### config.mk
export PLATFORM = sky130hd
export DESIGN_NAME = lin_map_seq_flat
export DESIGN_NICKNAME = d
export VERILOG_FILES = /design/src/rtl/lin_map_seq_if.sv /design/src/rtl/lin_map_seq.sv /design/src/flat_wrapper.sv
export SDC_FILE = /design/constraint.sdc
export NUM_CORES = 1
export LEC_CHECK = 0
export ABC_AREA = 1
export BUFFER_PORTS_ARGS = -buffer_cell sky130_fd_sc_hd__buf_2
export CAP_MARGIN = 10
export CORE_AREA = 10 10 70 72
export DETAILED_ROUTE_END_ITERATION = 6
export DIE_AREA = 0 0 80 82
export GPL_ROUTABILITY_DRIVEN = 0
export GPL_TIMING_DRIVEN = 0
export HOLD_SLACK_MARGIN = 0.1
export PLACE_DENSITY_LB_ADDON = 0.1
export SLEW_MARGIN = 30
export SYNTH_ARGS = -nofsm -noshare
export SYNTH_HDL_FRONTEND = slang
export SYNTH_SLANG_ARGS = --single-unit
### constraint.sdc
create_clock -name clk -period 2.8 [get_ports clk]
set_input_delay 0.42 -clock clk [delete_from_list [all_inputs] [get_ports clk]]
set_output_delay 0.42 -clock clk [all_outputs]
set_load 0.01 [all_outputs]
### src/rtl/lin_map_seq_if.sv
//==============================================================================
// Module      : lin_map_seq_if
// Description : Valid/ready bundle for lin_map_seq. Optional refresh-randomness
//               lane under LIN_MAP_REFRESH_EN.
// Revision    : 1.0 - initial release
//==============================================================================
`default_nettype none

interface lin_map_seq_if #(
  parameter int SHARES = 2,
  parameter int DW     = 8
);
  // With SHARES=1 the lane is one unused byte so its width stays legal.
  localparam int c_RW = (SHARES > 1) ? DW * (SHARES - 1) : DW;

  logic                   in_valid;
  logic                   in_ready;
  logic                   inv_i;
  logic [DW*SHARES-1:0]   in_data;
  logic                   out_valid;
  logic                   out_ready;
  logic [DW*SHARES-1:0]   out_data;
`ifdef LIN_MAP_REFRESH_EN
  logic [c_RW-1:0]        rnd_i;

  modport slave  (input  in_valid, inv_i, in_data, out_ready, rnd_i,
                  output in_ready, out_valid, out_data);
  modport master (output in_valid, inv_i, in_data, out_ready, rnd_i,
                  input  in_ready, out_valid, out_data);
`else
  modport slave  (input  in_valid, inv_i, in_data, out_ready,
                  output in_ready, out_valid, out_data);
  modport master (output in_valid, inv_i, in_data, out_ready,
                  input  in_ready, out_valid, out_data);
`endif
endinterface

`default_nettype wire

### src/rtl/lin_map_seq.sv
//==============================================================================
// Module      : lin_map_seq
// Description : Share-serial GF(2) basis change (forward/inverse 8x8 map) for
//               the masked AES S-box. Optional macro: LIN_MAP_REFRESH_EN.
// Revision    : 1.0 - initial release
//==============================================================================
`default_nettype none

module lin_map_seq #(
  parameter int SHARES = 2,
  parameter int DW     = 8
) (
  input  wire logic      clk,
  input  wire logic      rst_n,
  lin_map_seq_if.slave   bus
);

  localparam int c_IW = (SHARES > 1) ? $clog2(SHARES) : 1;
  localparam int c_W  = DW * SHARES;
  localparam logic [c_IW-1:0] c_LAST = c_IW'(SHARES - 1);

  if (DW != 8) begin : g_dw_check
    $error("lin_map_seq: DW must be 8");
  end

  typedef enum logic [1:0] {
    ST_IDLE = 2'd0,
    ST_BUSY = 2'd1,
    ST_DONE = 2'd2
  } state_t;

  state_t            r_state;
  state_t            w_next;
  logic [c_IW-1:0]   r_idx;
  logic [c_W-1:0]    r_in_data;
  logic [c_W-1:0]    r_out_data;
  logic              r_inv;
  logic              w_in_ready;
  logic              w_out_valid;
  logic              w_accept;
  logic              w_last;
  logic [7:0]        w_share;
  logic [7:0]        w_mapped;
  logic [7:0]        w_fin;

  function automatic logic [7:0] f_fwd(input logic [7:0] a);
    logic [7:0] b;
    b[7] = a[7] ^ a[6] ^ a[5] ^ a[2] ^ a[1] ^ a[0];
    b[6] = a[6] ^ a[5] ^ a[4] ^ a[0];
    b[5] = a[6] ^ a[5] ^ a[1] ^ a[0];
    b[4] = a[7] ^ a[6] ^ a[5] ^ a[0];
    b[3] = a[7] ^ a[4] ^ a[3] ^ a[1] ^ a[0];
    b[2] = a[0];
    b[1] = a[6] ^ a[5] ^ a[0];
    b[0] = a[6] ^ a[3] ^ a[2] ^ a[1] ^ a[0];
    return b;
  endfunction

  function automatic logic [7:0] f_inv(input logic [7:0] b);
    logic [7:0] a;
    a[7] = b[4] ^ b[1];
    a[6] = b[7] ^ b[6] ^ b[5] ^ b[3] ^ b[1] ^ b[0];
    a[5] = b[7] ^ b[6] ^ b[5] ^ b[3] ^ b[2] ^ b[0];
    a[4] = b[6] ^ b[1];
    a[3] = b[6] ^ b[5] ^ b[4] ^ b[3] ^ b[2] ^ b[1];
    a[2] = b[7] ^ b[5] ^ b[4] ^ b[1];
    a[1] = b[5] ^ b[1];
    a[0] = b[2];
    return a;
  endfunction

  always_ff @(posedge clk or negedge rst_n) begin
    if (!rst_n) r_state <= ST_IDLE;
    else        r_state <= w_next;
  end

  always_comb begin
    w_next      = r_state;
    w_in_ready  = 1'b0;
    w_out_valid = 1'b0;
    case (r_state)
      ST_IDLE: begin
        w_in_ready = 1'b1;
        if (bus.in_valid) w_next = ST_BUSY;
      end
      ST_BUSY: begin
        if (r_idx == c_LAST) w_next = ST_DONE;
      end
      ST_DONE: begin
        w_out_valid = 1'b1;
        if (bus.out_ready) begin
          w_in_ready = 1'b1;
          w_next     = bus.in_valid ? ST_BUSY : ST_IDLE;
        end
      end
      default: w_next = ST_IDLE;
    endcase
  end

  assign w_accept      = bus.in_valid & w_in_ready;
  assign w_last        = (r_state == ST_BUSY) && (r_idx == c_LAST);
  assign bus.in_ready  = w_in_ready;
  assign bus.out_valid = w_out_valid;
  assign bus.out_data  = r_out_data;

  // Single matrix instance, time-shared across shares by the index mux.
  always_comb begin
    w_share = 8'h00;
    for (int k = 0; k < SHARES; k++) begin
      if (r_idx == c_IW'(k)) w_share = r_in_data[8*k +: 8];
    end
  end

  assign w_mapped = r_inv ? f_inv(w_share) : f_fwd(w_share);

`ifdef LIN_MAP_REFRESH_EN
  localparam int c_RW = (SHARES > 1) ? DW * (SHARES - 1) : DW;

  logic [c_RW-1:0] r_rnd;
  logic [c_W-1:0]  w_rnd_ext;
  logic [7:0]      w_rnd_all;

  always_comb begin
    w_rnd_all = 8'h00;
    for (int k = 0; k < SHARES - 1; k++) w_rnd_all ^= r_rnd[8*k +: 8];
  end

  // Top byte of the extension is zero; the last share uses w_rnd_all instead.
  assign w_rnd_ext = c_W'(r_rnd);
  assign w_fin     = w_mapped ^ (w_last ? w_rnd_all : 8'h00);
`else
  assign w_fin     = w_mapped;
`endif

  always_ff @(posedge clk or negedge rst_n) begin
    if (!rst_n) begin
      r_idx      <= '0;
      r_in_data  <= '0;
      r_out_data <= '0;
      r_inv      <= 1'b0;
`ifdef LIN_MAP_REFRESH_EN
      r_rnd      <= '0;
`endif
    end else if (w_accept) begin
      r_idx     <= '0;
      r_in_data <= bus.in_data;
      r_inv     <= bus.inv_i;
`ifdef LIN_MAP_REFRESH_EN
      r_rnd     <= bus.rnd_i;
`endif
    end else if (r_state == ST_BUSY) begin
      r_idx <= (r_idx == c_LAST) ? '0 : r_idx + c_IW'(1);
      for (int k = 0; k < SHARES; k++) begin
        if (r_idx == c_IW'(k)) begin
          r_out_data[8*k +: 8] <= w_fin;
`ifdef LIN_MAP_REFRESH_EN
        end else if (w_last) begin
          r_out_data[8*k +: 8] <= r_out_data[8*k +: 8] ^ w_rnd_ext[8*k +: 8];
`endif
        end
      end
    end
  end

endmodule

`default_nettype wire
### src/flat_wrapper.sv
// flat-port wrapper written by rule: the top's interface ports become plain ports
module lin_map_seq_flat 
#(
  parameter int SHARES = 2,
  parameter int DW     = 8
)
  (clk, rst_n, bus_in_valid, bus_inv_i, bus_in_data, bus_out_ready, bus_in_ready, bus_out_valid, bus_out_data);
  lin_map_seq_if #(.SHARES(SHARES), .DW(DW)) bus_i ();
  input  wire logic clk;
  input  wire logic rst_n;
  input wire logic [$bits(bus_i.in_valid)-1:0] bus_in_valid;
  input wire logic [$bits(bus_i.inv_i)-1:0] bus_inv_i;
  input wire logic [$bits(bus_i.in_data)-1:0] bus_in_data;
  input wire logic [$bits(bus_i.out_ready)-1:0] bus_out_ready;
  output wire logic [$bits(bus_i.in_ready)-1:0] bus_in_ready;
  output wire logic [$bits(bus_i.out_valid)-1:0] bus_out_valid;
  output wire logic [$bits(bus_i.out_data)-1:0] bus_out_data;
  assign bus_i.in_valid = bus_in_valid;
  assign bus_i.inv_i = bus_inv_i;
  assign bus_i.in_data = bus_in_data;
  assign bus_i.out_ready = bus_out_ready;
  assign bus_in_ready = bus_i.in_ready;
  assign bus_out_valid = bus_i.out_valid;
  assign bus_out_data = bus_i.out_data;
  lin_map_seq #(.SHARES(SHARES), .DW(DW)) u_core (.clk(clk), .rst_n(rst_n), .bus(bus_i));
endmodule
# Word-level counts from Yosys, hierarchy flattened
# Cells that the tools add are included.
[classes]
n_bitwise = 37
add_sub_neg = 1
reduce_logical = 5
n_eq_ne = 5
n_mux = 13
[ops]
columns = ["operator", "count"]
rows = [
  ["1-bit bitwise XOR", 34],
  ["8-bit 2-to-1 mux", 2],
  ["3-bit AND reduction", 3],
  ["1-bit 2-to-1 mux", 6],
  ["2-bit 2-to-1 mux", 3],
  ["2-bit one-hot mux with 3 select lines", 1],
  ["2-bit != test, second input constant", 2],
  ["2-bit by 1-bit equality test with 1-bit output, second input constant", 1],
  ["2-bit equality test, second input constant", 1],
  ["2-bit zero test", 1],
  ["2-bit by 1-bit != test with 1-bit output, second input constant", 1],
  ["1-bit inverter", 2],
  ["1-bit one-hot mux with 2 select lines", 1],
  ["2-bit nonzero test", 1],
  ["1-bit adder, second input constant", 1],
  ["1-bit AND", 1],
]
[word_totals]
output_inout_bits = 18
regBits = 36
inputBits = 21
elab_cells = 67

# Longest topological paths before layout
[depth]
ltp_word = 7
mapped_depth = 16
mapped_depth_nobuf = 14

# Least setup slack after synthesis
# Ideal clock, no wire load.
[synth_timing]
path_type = "reg-to-reg"
start = "reg u_core.r_idx"
end = "reg u_core.r_out_data[3] (netlist: u_core.bus.out_data[3])"
t_arrival_ns = 1.431
path_slack_ns = 1.252
synth_period_minus_slack_ns = 1.548
path_stages_with_launch = 15
n_path_buf = 2
t_required_ns = 2.683
setup_time_ns = 0.117
path_cell_list = "dfrtp_1 buf_6 inv_2 buf_6 nand2_1 o21ai_1 nand2_1 nand2_2 inv_2 o21ai_2 nand2_1 o21ai_1 nand2_1 nand2_1 nand2_1"
[synth_between]
elab_chain_cells = 7
elab_cells_between_ends = 13
classes_between = "mux: 2; bitwise: 10; reduce/logical: 1"
[synth_rtl]
columns = ["element", "line", "source"]
rows = [
  ["start, declared", "lin_map_seq.sv:34", "logic [c_IW-1:0] r_idx;"],
  ["start signal, assigned", "lin_map_seq.sv:152", "r_idx <= (r_idx == c_LAST) ? '0 : r_idx + c_IW'(1);"],
  ["8-bit 2-to-1 mux", "lin_map_seq.sv:110", "if (r_idx == c_IW'(k)) w_share = r_in_data[8*k +: 8];"],
  ["1-bit bitwise XOR (5 in series)", "lin_map_seq.sv:65", "a[3] = b[6] ^ b[5] ^ b[4] ^ b[3] ^ b[2] ^ b[1];"],
  ["8-bit 2-to-1 mux", "lin_map_seq.sv:114", "assign w_mapped = r_inv ? f_inv(w_share) : f_fwd(w_share);"],
  ["end signal, assigned by index", "lin_map_seq.sv:155", "r_out_data[8*k +: 8] <= w_fin;"],
  ["end, declared", "lin_map_seq.sv:36", "logic [c_W-1:0] r_out_data;"],
]
# Several ways; a longest one is shown, not always the timed one.
# A chain may end at the register's enable or synchronous reset.

# Worst setup path after layout
[layout_timing]
start = "reg u_core.r_idx"
end = "reg u_core.r_out_data[2] (netlist: u_core.bus.out_data[2])"
[layout_between]
elab_chain_cells = 5
elab_cells_between_ends = 7
classes_between = "mux: 2; bitwise: 4; reduce/logical: 1"
[layout_rtl]
columns = ["element", "line", "source"]
rows = [
  ["8-bit 2-to-1 mux", "lin_map_seq.sv:110", ""],
  ["1-bit bitwise XOR (3 in series)", "lin_map_seq.sv:66", "a[2] = b[7] ^ b[5] ^ b[4] ^ b[1];"],
  ["8-bit 2-to-1 mux", "lin_map_seq.sv:114", ""],
]
# Several ways; a longest one is shown, not always the timed one.

==> flow_metrics.py <==
metrics = {
    "yosys": {
        "synth_top_area_share_pct": 44.28,
        "ys.flop_type": "dfrtp_1",
        "synth_top_area_cell": "dfrtp_1",
        "syn-num-nets": 292,
        "ys_top_cells_by_area": "dfrtp_1, nand2_1, nand3_1",
        "synthArstFlopShare_pct": 100.0,
        "yosysMostFrequentCell": "nand2_1",
        "ys_seq_elements": 36,
        "yosysSeqAreaShare_pct": 44.28,
        "synth_cell_types": 25,
        "yosys-top-cells-count": "nand2_1, dfrtp_1, nand3_1, inv_1, nor2_1",
        "yosysWarnings": 0,
        "syn_area_um2": 2034,
        "syn_inst": 271,
        "synth.avg_cell_area_um2": 7.507,
        "synth_edf_count": 0,
    },
    "die": {
        "io_pins": 39,
        "die_w_um": 80,
        "die-height_um": 82,
        "initial_core_util_pct": 56.85,
        "core.rowCount": 22,
        "coreArea_um2": 3578,
        "die_area_um2": 6560,
    },
    "sta": {
        "fmax_mhz": 546.5,
        "fin_crit_ns": 1.830,
        "finalMaxSlewViolations": 0,
        "tightestPinTransition_ns": 0.7814,
        "rsz0062_at_grt": "no",
        "setup_viol": 0,
        "fin_tns_setup_ns": 0,
        "clock-skew-final_ns": 0.003045,
        "fin_ws_ns": 0.9701,
        "fin_crit_sh_pct": 65.35,
        "finalHoldViolations": 0,
        "slew_headroom_pct": 47.91,
    },
    "critical_path": {
        "crit_fanout": 10,
        "cp.required_ns": 3.04,
        "startpoint_type": "register",
        "arrival_ns": 2.07,
        "worst_setup_path_end_kind": "register",
        "cpMaxStageDelayCell": "nor2_1",
        "path_class": "reg -> reg",
        "slowest_delay_ns": 0.42,
        "path_cells": "buf_6, buf_8, nor2_1, inv_1, clkbuf_1, nand2_1, o21ai_0",
    },
    "job": {
        "maxCapViolations": 0,
    },
    "global_routing": {
        "grt_util_all_layers_pct": 14.64,
        "overflow": 0,
        "grt_pass1_wl_mm": 7.638,
        "antenna_found_initial": 0,
        "grt_pass1_vias": 1746,
        "grt_max_degree": 37,
    },
    "clock_tree": {
        "cts_buffers": 5,
        "cts_resized": 0,
        "postCtsHoldBufs": 0,
        "cts_tree": "built",
        "h-tree-depth": 2,
        "clk_transition_reported_paths_ns": 0.10,
        "cts_root_buf": "clkbuf_4",
        "cts_max_path_buffers": 2,
        "post_cts_buffers": 0,
        "clock_sinks": 36,
        "clk_latency_ns": 0.35,
    },
    "final_layout": {
        "antenna_cells": 0,
        "num-nets-final": 337,
        "drive_gt1_share_pct": 22.71,
        "areaGrowthSynthToFinish_pct": 15.19,
    },
    "run_status": {
        "outcome": "finished, final reports clean",
    },
    "route": {
        "first_pass_iters": 4,
        "drcViolationCount": 0,
        "first_iter_violations": 101,
        "avgRoutedWirePerCell_um": 12.12,
        "postRouteAntennaNets": 0,
        "wl_mm": 4.424,
        "vias_per_cell": 4.945,
        "via_count": 1805,
    },
    "placed_design": {
        "place_hpwl_mm": 3.370,
        "place_ws_ns": 0.9178,
        "portBuffers": 38,
    },
    "worst_hold_path": {
        "hp-class": "in -> async",
    },
}
[path summary, 6_finish.rpt]
check | from | endpoint | slack [ns] | cells past startpoint
setup / recovery | u_core.r_idx | u_core.bus.out_data[2] | 0.97 | 7
hold / removal | rst_n | u_core.bus.out_data[9] | 0.14 | 1
setup reg to reg | u_core.r_idx | u_core.bus.out_data[2] | 0.97 | 7
hold reg to reg | u_core.bus.out_data[9] | u_core.bus.out_data[9] | 0.48 | 2
max in group asynchronous | rst_n | u_core.r_in_data[11] | 2.17 | 1
min in group clk | bus_in_data[1] | u_core.r_in_data[1] | 0.30 | 2
[cells in the final DEF, fill, tap and decap left out, drive strengths merged, types with 2 or more instances in the layout]
| master | instances |
|---|---|
| clkbuf | 14 |
| xnor2 | 6 |
| inv | 24 |
| dfrtp | 36 |
| nand3 | 24 |
| a21oi | 13 |
| xor2 | 2 |
| mux2 | 6 |
| nor2 | 18 |
| buf | 41 |
| nand2 | 114 |
| o21ai | 15 |
[cells by family after synthesis]
kind of cell	synth area share [%]
AOI/OAI and AO/OA	8.548
buffers and inverters	7.565
DFF	44.28
xor gates and xnor gates	3.813
and+or+nand+nor	32.47
muxes	3.321
[critical path, delay by kind of cell (launching register included)]
kind | cells | cell delay (ns)
simple gates | 2 | 0.53
compound gates | 1 | 0.08
buf+inv | 4 | 0.73
flops | 1 | 0.39
[routing by layer]
metal	wire (um)	vias to the layer above	track usage [%]
met2	2032	39	24.00
met5	0	-	0
met3	244	9	4.258
li1	-	945	-
met4	102	0	7.923
met1	2044	812	16.97
[flip-flops by register name (all words and copies together), names as in the netlist]
signal and count:
u_core.bus.out_data 16, u_core.r_inv 1, u_core.r_state 2, u_core.r_in_data 16, u_core.r_idx 1
[stage by stage]
step | area [um2] | hold slack [ns] | std cells | utilization, %
final | 2344 | 0.1413 | 365 | 65.49
after global placement | 2285 | 0.4569 | 357 | 63.85
after global routing | 2344 | 0.1804 | 365 | 65.49
after detailed placement | 2285 | 0.4609 | 357 | 63.85
after floorplan | 2034 | 0.1244 | 271 | -
after CTS | 2344 | 0.1571 | 365 | 65.49
[final cells by class]
class | count | area, um2
Tap cell | 48 | 60.06
Multi-Input combinational cell | 202 | 979.7
Timing Repair Buffer | 38 | 190.2
Fill cell | 346 | 1235
Buffer | 9 | 63.81
Clock buffer | 8 | 58.81
Sequential cell | 36 | 900.9
Inverter | 24 | 90.09
Power is not shown: default switching activity piles up to over one toggle a cycle in this logic, so the estimate is an artifact.
